===== src/rtl/reg_file_param.sv =====
// Parametrised register file with $0 hardwired to zero, optional write-to-read
// forwarding and a per-register busy scoreboard for stalling on pending writebacks.
module reg_file_param #(
    parameter int WIDTH  = 16,
    parameter int AW     = 2,
    parameter bit BYPASS = 1'b1
) (
    input  logic             clock,
    input  logic             resetn,
    input  logic [AW-1:0]    rr1,
    input  logic [AW-1:0]    rr2,
    output logic [WIDTH-1:0] rd1,
    output logic [WIDTH-1:0] rd2,
    output logic             busy1,
    output logic             busy2,
    input  logic [AW-1:0]    wr,
    input  logic [WIDTH-1:0] wd,
    input  logic             regwrite,
    input  logic             issue,
    input  logic [AW-1:0]    issue_reg,
    output logic             any_busy
);

    localparam int DEPTH = 2 ** AW;

    logic [WIDTH-1:0] r_mem [DEPTH];
    logic [DEPTH-1:0] r_busy;

    logic w_fwd1;
    logic w_fwd2;
    logic w_iss1;
    logic w_iss2;

    assign w_fwd1 = regwrite && (wr == rr1) && (wr != {AW{1'b0}});
    assign w_fwd2 = regwrite && (wr == rr2) && (wr != {AW{1'b0}});
    assign w_iss1 = issue && (issue_reg == rr1);
    assign w_iss2 = issue && (issue_reg == rr2);

    // Register storage and busy flags; entry 0 is never written so it stays zero.
    always_ff @(posedge clock or negedge resetn) begin
        if (!resetn) begin
            for (int k = 0; k < DEPTH; k++) begin
                r_mem[k] <= {WIDTH{1'b0}};
            end
            r_busy <= {DEPTH{1'b0}};
        end else begin
            for (int k = 1; k < DEPTH; k++) begin
                if (regwrite && (wr == AW'(k))) begin
                    r_mem[k] <= wd;
                end
                // A fresh issue outranks the writeback that retires the older one.
                if (issue && (issue_reg == AW'(k))) begin
                    r_busy[k] <= 1'b1;
                end else if (regwrite && (wr == AW'(k))) begin
                    r_busy[k] <= 1'b0;
                end
            end
        end
    end

    // Read port 1 with optional same-cycle forwarding of the write data.
    always_comb begin
        rd1   = r_mem[rr1];
        busy1 = r_busy[rr1];
        if (!resetn) begin
            rd1   = {WIDTH{1'b0}};
            busy1 = 1'b0;
        end else if (BYPASS && w_fwd1) begin
            rd1   = wd;
            busy1 = w_iss1 ? r_busy[rr1] : 1'b0;
        end else begin
            rd1   = r_mem[rr1];
            busy1 = r_busy[rr1];
        end
    end

    // Read port 2 with optional same-cycle forwarding of the write data.
    always_comb begin
        rd2   = r_mem[rr2];
        busy2 = r_busy[rr2];
        if (!resetn) begin
            rd2   = {WIDTH{1'b0}};
            busy2 = 1'b0;
        end else if (BYPASS && w_fwd2) begin
            rd2   = wd;
            busy2 = w_iss2 ? r_busy[rr2] : 1'b0;
        end else begin
            rd2   = r_mem[rr2];
            busy2 = r_busy[rr2];
        end
    end

    assign any_busy = |r_busy;

endmodule


===== config.mk =====
export PLATFORM = sky130hd
export DESIGN_NAME = reg_file_param
export DESIGN_NICKNAME = d
export VERILOG_FILES = /design/src/rtl/reg_file_param.sv
export SDC_FILE = /design/constraint.sdc
export NUM_CORES = 1
export LEC_CHECK = 0
export ABC_CLOCK_PERIOD_IN_PS = 2850
export CAP_MARGIN = 30
export CELL_PAD_IN_SITES_DETAIL_PLACEMENT = 1
export CELL_PAD_IN_SITES_GLOBAL_PLACEMENT = 2
export CORE_ASPECT_RATIO = 1.25
export CORE_UTILIZATION = 25
export DETAILED_ROUTE_END_ITERATION = 10
export HOLD_SLACK_MARGIN = 0.1
export PLACE_DENSITY = 0.67
export SYNTH_ARGS = -nofsm -noshare
export SYNTH_HDL_FRONTEND = slang
export SYNTH_SLANG_ARGS = --single-unit
export TNS_END_PERCENT = 10

===== constraint.sdc =====
create_clock -name clock -period 2.85 [get_ports clock]
set_input_delay 0.7125 -clock clock [delete_from_list [all_inputs] [get_ports clock]]
set_output_delay 0.7125 -clock clock [all_outputs]
set_load 0.01 [all_outputs]

==> results.json, run 1 <==
{
  "run_status": "finished, violations left",
  "violations": "negative setup slack",
  "dieHeight_um": 141,
  "grt_max_degree": 31,
  "worst-path-buf-inv": 3,
  "routed.top_layer": "met4",
  "clkPwrFrac_pct": 28.4,
  "clock_latency_ns": 0.29,
  "fillCellCount": 1666,
  "power_density_nw_per_um2": 480,
  "finalSetupViolations": 1,
  "yosys_warnings": 17,
  "clock-root-buffer": "clkbuf_16",
  "fmax_mhz": 349,
  "timing.final.ws_setup_ns": -0.0144,
  "synth.most_common_cell": "mux2_2",
  "ant_nets": 0,
  "cts_buffer_depth": 2,
  "ff2ff_path_depth": 1,
  "wl_per_cell_um": 21.2,
  "io_buffers": 61,
  "met3_length_um": 596,
  "synth_area_sq_um": 3870,
  "crit_path_end_kind": "output pin",
  "p_seq_share_pct": 38.0,
  "area_delta_synth_final_pct": 36.8,
  "drt_wl_total_um": 13800,
  "swShare_pct": 30.9,
  "dp_cells": 643,
  "synth_seq_area_share_pct": 33.0,
  "place_ws_ns": -0.652,
  "fin_crit_sh_pct": 101,
  "die-area_sq_um": 16000,
  "fin_crit_ns": 2.86,
  "synthArstFlopShare_pct": 100,
  "grt_pass1_vias": 3811,
  "syn_inst": 354,
  "wl_met2_um": 6880,
  "p_int_mw": 1.76,
  "power_mw": 2.54,
  "synth.distinct_cells": 29,
  "grt_pass1_wl_um": 22000,
  "num_rows": 50,
  "slew_viol_final": 0,
  "gp_congestion": 0.741,
  "crit_type": "primary input to output pin",
  "wl_met1_um": 6190,
  "cts_buffers": 5,
  "netSwitchingPower_mw": 0.785,
  "fin_cells": 653,
  "overflow": 0,
  "grt_setup_unrepaired": "true",
  "synth_top_cell_area_share_pct": 33.0,
  "antennaDiodeCount": 0,
  "synth_edf_count": 0,
  "initial_core_util_pct": 25.7,
  "drive_gt1_share_pct": 49.2,
  "coreArea_sq_um": 15100,
  "dominantRegCellSynth": "dfrtp_1",
  "synth_top_cell_by_area": "dfrtp_1",
  "drc_errors": 0,
  "avgSynthCellArea_sq_um": 10.9,
  "cts_tree": "done",
  "cp_max_fo": 5,
  "pwr-share-comb_pct": 33.6,
  "synth_fp_nets": 382,
  "vias_per_cell": 5.20,
  "hold_class": "primary input to async pin",
  "cts_hold_buf": 0,
  "fin_util_pct": 35.1,
  "tns_ns": -0.0144,
  "drtIter0Drc": 198,
  "cts.reportedPaths.clkPinSlew_ns": 0.07,
  "ir_worst_vdd_mv": 0.241,
  "fin_nets": 472,
  "required_ns": 2.14,
  "drtPass1Iterations": 4,
  "clock-skew-final_ns": 0,
  "grtUsageTotal_pct": 18.2,
  "htreeDepth": 2,
  "clkSinkCount": 51,
  "ioPinCount": 63,
  "cp_num_cells": 6,
  "vias": 3397,
  "synth_commonest_cells": "79 x mux2_2, 51 x dfrtp_1, 32 x a22oi_1, 32 x nand4b_1, 32 x o221ai_1",
  "cp-start-kind": "primary input",
  "dp_hpwl_um": 9640,
  "synth_area_leaders": "dfrtp_1 33%, mux2_2 23%, nand4b_1 7.2%, o221ai_1 7.2%, a22oi_1 6.2%",
  "fp.dieW_um": 113,
  "hold_viol_final": 0,
  "cellLeakagePower_nw": 2.10,
  "worstPathCellList": "clkdlybuf4s15_1 > nand4bb_4 > o22a_1 > buf_6 > o211a_1 > dlygate4sd2_1",
  "cp_data_arrival_time_ns": 2.15,
  "critical-path-slowest-cell": "nand4bb_4",
  "ys_ff_latch": 51,
  "antenna_found_initial": 0,
  "max_stage_delay_ns": 0.28,
  "drv_cap": 0,
  "cp_top_family": "buffers and inverters"
}
-- sequential cells by signal, indices dropped and copies added (netlist names) --
register	flops
r_busy	3
r_mem	48
-- cell type report --
class / count / area [sq um] / area share, %
Tap cell: 208 / 260 / 4.91
Clock inverter: 2 / 38.8 / 0.733
Inverter: 1 / 3.75 / 0.0709
Multi-Input combinational cell: 257 / 2470 / 46.6
Sequential cell: 51 / 1280 / 24.1
Timing Repair Buffer: 128 / 1110 / 21.0
Clock buffer: 6 / 139 / 2.62
-- power by group through the flow --
stage                     combinational [mW]  clock (mW)  sequential [mW]
final                                  0.853       0.721            0.967
after global routing                   0.923       0.760            0.983
after CTS                              0.850       0.740            0.961
after detailed placement               0.859           0            0.976
after global placement                 0.839           0            0.961
after floorplan                        0.514           0            0.938
-- cells by family (layout without fill, tap and decap cells) --
| family | count (synthesis) | count (layout) | synth area share [%] |
|---|---|---|---|
| AOI/OAI and AO/OA | 105 | 105 | 21.5 |
| xor gates and xnor gates | 6 | 6 | 1.75 |
| buffers and inverters | 46 | 137 | 6.85 |
| DFF | 51 | 51 | 33.0 |
| muxes | 82 | 82 | 23.9 |
| other | 1 | 1 | 0.0969 |
| and+or+nand+nor | 63 | 63 | 13.0 |
-- what timing repair did --
action / in CTS / in global routing
cloned: 1 / 0
setup endpoints to repair: 34 / 34
endpoints found under the hold margin: 0 / 0
pin swaps: 6 / 2
setup buffers: 1 / 0
resized for setup: 117 / 31
-- cells in the final DEF, fill, tap and decap left out, types with 4 or more instances in the layout --
cell type,netlist,final
a21oi_1,12,8
a21oi_2,20,21
a22oi_1,32,29
buf_12,0,5
buf_2,14,14
buf_4,8,47
buf_6,6,16
clkbuf_16,0,5
clkbuf_2,0,8
clkdlybuf4s15_1,0,6
clkdlybuf4s50_1,0,18
dfrtp_1,51,51
dlygate4sd2_1,0,11
mux2_2,79,79
nand2_1,4,4
nand2b_1,16,16
nand4b_1,32,32
o221ai_1,32,27
o221ai_2,0,5
xnor2_1,4,4
-- layer usage --
metal  vias up  global-route usage [%]
met5         -                       0
li1       1573                       -
met4         0                    5.82
met3        11                    2.88
met1      1738                    22.7
met2        75                    31.8
-- stage by stage --
step | hold slack, ns | area (sq um)
after global placement | 0.495 | 5020
after global routing | 0.483 | 5300
final | 0.488 | 5300
after floorplan | 0.417 | 3870
after detailed placement | 0.507 | 5020
after CTS | 0.480 | 5270
-- final timing paths --
kind	to	slack (ns)	start
max reg2reg	r_mem[44]	2.04	r_mem[44]
max	busy2	-0.01	rr2[0]
min	r_mem[39]	0.49	resetn
min reg2reg	r_busy[1]	0.52	r_busy[1]
max in group asynchronous	r_mem[9]	1.97	resetn
min in group clock	r_busy[1]	0.52	r_busy[1]
Note: power is estimated with default switching activity, not from simulation.
==> run 2: changes to the inputs <==
--- a/config.mk
+++ b/config.mk
@@ -9,11 +9,12 @@
 export CAP_MARGIN = 30
 export CELL_PAD_IN_SITES_DETAIL_PLACEMENT = 1
 export CELL_PAD_IN_SITES_GLOBAL_PLACEMENT = 2
-export CORE_ASPECT_RATIO = 1.25
-export CORE_UTILIZATION = 25
+export CORE_ASPECT_RATIO = 1.1
+export CORE_UTILIZATION = 38
+export CTS_CLUSTER_SIZE = 8
 export DETAILED_ROUTE_END_ITERATION = 10
 export HOLD_SLACK_MARGIN = 0.1
-export PLACE_DENSITY = 0.67
+export PLACE_DENSITY = 0.92
 export SYNTH_ARGS = -nofsm -noshare
 export SYNTH_HDL_FRONTEND = slang
 export SYNTH_SLANG_ARGS = --single-unit
==> results.json, run 2 (same netlist as run 1, synthesis figures left out) <==
{
  "run_status": "finished, violations left",
  "violations": "design-rule violations, negative setup slack",
  "fmax_mhz": 347,
  "clkPwrFrac_pct": 19.6,
  "area_delta_synth_final_pct": 35.1,
  "wl_per_cell_um": 25.0,
  "rrSetupSlack_ns": 2.01,
  "drtIter0Drc": 247,
  "cts_hold_buf": 0,
  "crit_type": "primary input to output pin",
  "p_int_mw": 1.53,
  "dp_hpwl_um": 8940,
  "cp_common_cell": "dlygate4sd2_1",
  "htreeDepth": 2,
  "coreArea_sq_um": 9890,
  "dieHeight_um": 108,
  "fin_crit_sh_pct": 101,
  "cts.reportedPaths.clkPinSlew_ns": 0.10,
  "grt_pass1_wl_um": 22200,
  "overflow": 0,
  "grt_setup_unrepaired": "true",
  "swShare_pct": 34.8,
  "hold_viol_final": 0,
  "grt_pass1_vias": 3887,
  "power_density_nw_per_um2": 449,
  "slew_viol_final": 0,
  "fp.dieW_um": 98.2,
  "cp_top_family": "buffers and inverters",
  "antenna_found_initial": 0,
  "place_ws_ns": -0.640,
  "netSwitchingPower_mw": 0.817,
  "cts_tree": "done",
  "drive_gt1_share_pct": 54.4,
  "ir_worst_vdd_mv": 0.195,
  "initial_core_util_pct": 39.1,
  "drc_errors": 3,
  "grtUsageTotal_pct": 27.4,
  "drt_wl_total_um": 14000,
  "clock-root-buffer": "clkbuf_8",
  "max_stage_delay_ns": 0.30,
  "io_buffers": 61,
  "critical-path-slowest-cell": "o22a_4",
  "pwr-share-comb_pct": 38.5,
  "r2r_start": "r_mem[20]",
  "use_met1_pct": 32.3,
  "ioPinCount": 63,
  "cts_buffers": 5,
  "required_ns": 2.14,
  "ff_latch_area_sq_um": 1280,
  "whs_ns": 0.368,
  "clock_latency_ns": 0.31,
  "grt.busiest_layer": "met2",
  "grt_max_degree": 38,
  "worst-path-buf-inv": 3,
  "grtUsageMet2_pct": 51.2,
  "r2r_end": "r_mem[20]",
  "p_seq_share_pct": 41.8,
  "fillCellCount": 1074,
  "cellLeakagePower_nw": 2.04,
  "vias_per_cell": 6.43,
  "worstPathCellList": "dlygate4sd2_1 > nand4bb_4 > o22a_4 > buf_6 > a21oi_2 > dlygate4sd2_1",
  "largest-register": "r_mem",
  "cp_max_fo": 7,
  "drv_cap": 0,
  "largestRegisters": "r_mem (48), r_busy (3)",
  "ff2ff_path_depth": 1,
  "finalSetupViolations": 4,
  "vias": 3610,
  "fin_crit_ns": 2.88,
  "num_rows": 38,
  "fin_nets": 468,
  "die-area_sq_um": 10600,
  "ant_nets": 0,
  "layout_commonest_cell": "mux2_2",
  "clock-skew-final_ns": 0,
  "cp_data_arrival_time_ns": 2.17,
  "grt_util_met3_pct": 2.99,
  "antennaDiodeCount": 0,
  "crit_path_end_kind": "output pin",
  "multi_input_area_sq_um": 2570,
  "cp-start-kind": "primary input",
  "drtPass1Iterations": 10,
  "most-common-layout-cells": "79 x mux2_2, 51 x dfrtp_1, 38 x buf_4",
  "cts_buffer_depth": 2,
  "largest_reg_flops": 48,
  "hold_class": "primary input to async pin",
  "clkSinkCount": 51,
  "gp_congestion": 0.842,
  "timing.final.ws_setup_ns": -0.0304
}
run 2: cell types whose count changed in the layout (fill, tap and decap cells not counted), moves of 4 or more:
cell | previous run | this run
a21oi_2 | 21 | 25
a22oi_1 | 29 | 11
a22oi_2 | 3 | 21
buf_2 | 14 | 6
buf_4 | 47 | 38
clkbuf_16 | 5 | 0
clkbuf_2 | 8 | 16
clkbuf_8 | 1 | 6
clkdlybuf4s15_2 | 1 | 5
run 2: worst max-delay path by stage:
stage / startpoint / to / slack, ns / depth (start not counted)
6_report: rr1[0] / rd1[10] / -0.03 / 6
5_1_grt: rr1[1] / rd1[10] / -0.07 / 7
4_1_cts: rr2[1] / rd2[2] / -0.03 / 7
3_5_place_dp: rr1[1] / rd1[14] / -0.64 / 7
3_3_place_gp: rr1[1] / rd1[14] / -0.59 / 7
2_1_floorplan: rr1[0] / rd1[10] / 0.36 / 7
run 2: power groups by stage:
| stage | clock (mW) | sequential [mW] | combinational [mW] |
|---|---|---|---|
| after floorplan | 0 | 0.938 | 0.514 |
| after global placement | 0 | 0.956 | 0.821 |
| after detailed placement | 0 | 0.976 | 0.847 |
| after CTS | 0.467 | 0.968 | 0.865 |
| after global routing | 0.495 | 1.00 | 0.962 |
| final | 0.461 | 0.983 | 0.906 |
run 2: final cells by class:
cell class / instances / share of cell area, %
Multi-Input combinational cell: 257 / 49.2
Inverter: 1 / 0.0718
Sequential cell: 51 / 24.4
Tap cell: 120 / 2.87
Timing Repair Buffer: 124 / 21.6
Clock inverter: 2 / 0.311
Clock buffer: 6 / 1.58
run 2: metrics by stage:
| step | instances | cell area [sq um] | utilization (%) | power [mW] | TNS (ns) |
|---|---|---|---|---|---|
| 2_1_floorplan | 354 | 3870 | - | 1.45 | 0 |
| 3_3_place_gp | 550 | 4900 | 49.5 | 1.78 | -17.82 |
| 3_5_place_dp | 550 | 4900 | 49.5 | 1.82 | -19.71 |
| 4_1_cts | 561 | 5180 | 52.4 | 2.30 | -0.0551 |
| 5_1_grt | 561 | 5230 | 52.9 | 2.46 | -0.268 |
| 6_report | 561 | 5230 | 52.9 | 2.35 | -0.0549 |
run 2: what timing repair did:
action	4_1_cts	5_1_grt
setup endpoints to repair	34	34
cloned	0	0
gates resized for setup	111	53
setup buffers	3	0
pin swaps	3	3
run 2: layer usage:
layer | vias to the layer above | wire length, um
met5 | - | 0
met1 | 1890 | 5720
li1 | 1566 | -
met2 | 134 | 7530
met4 | 0 | 246
met3 | 20 | 552
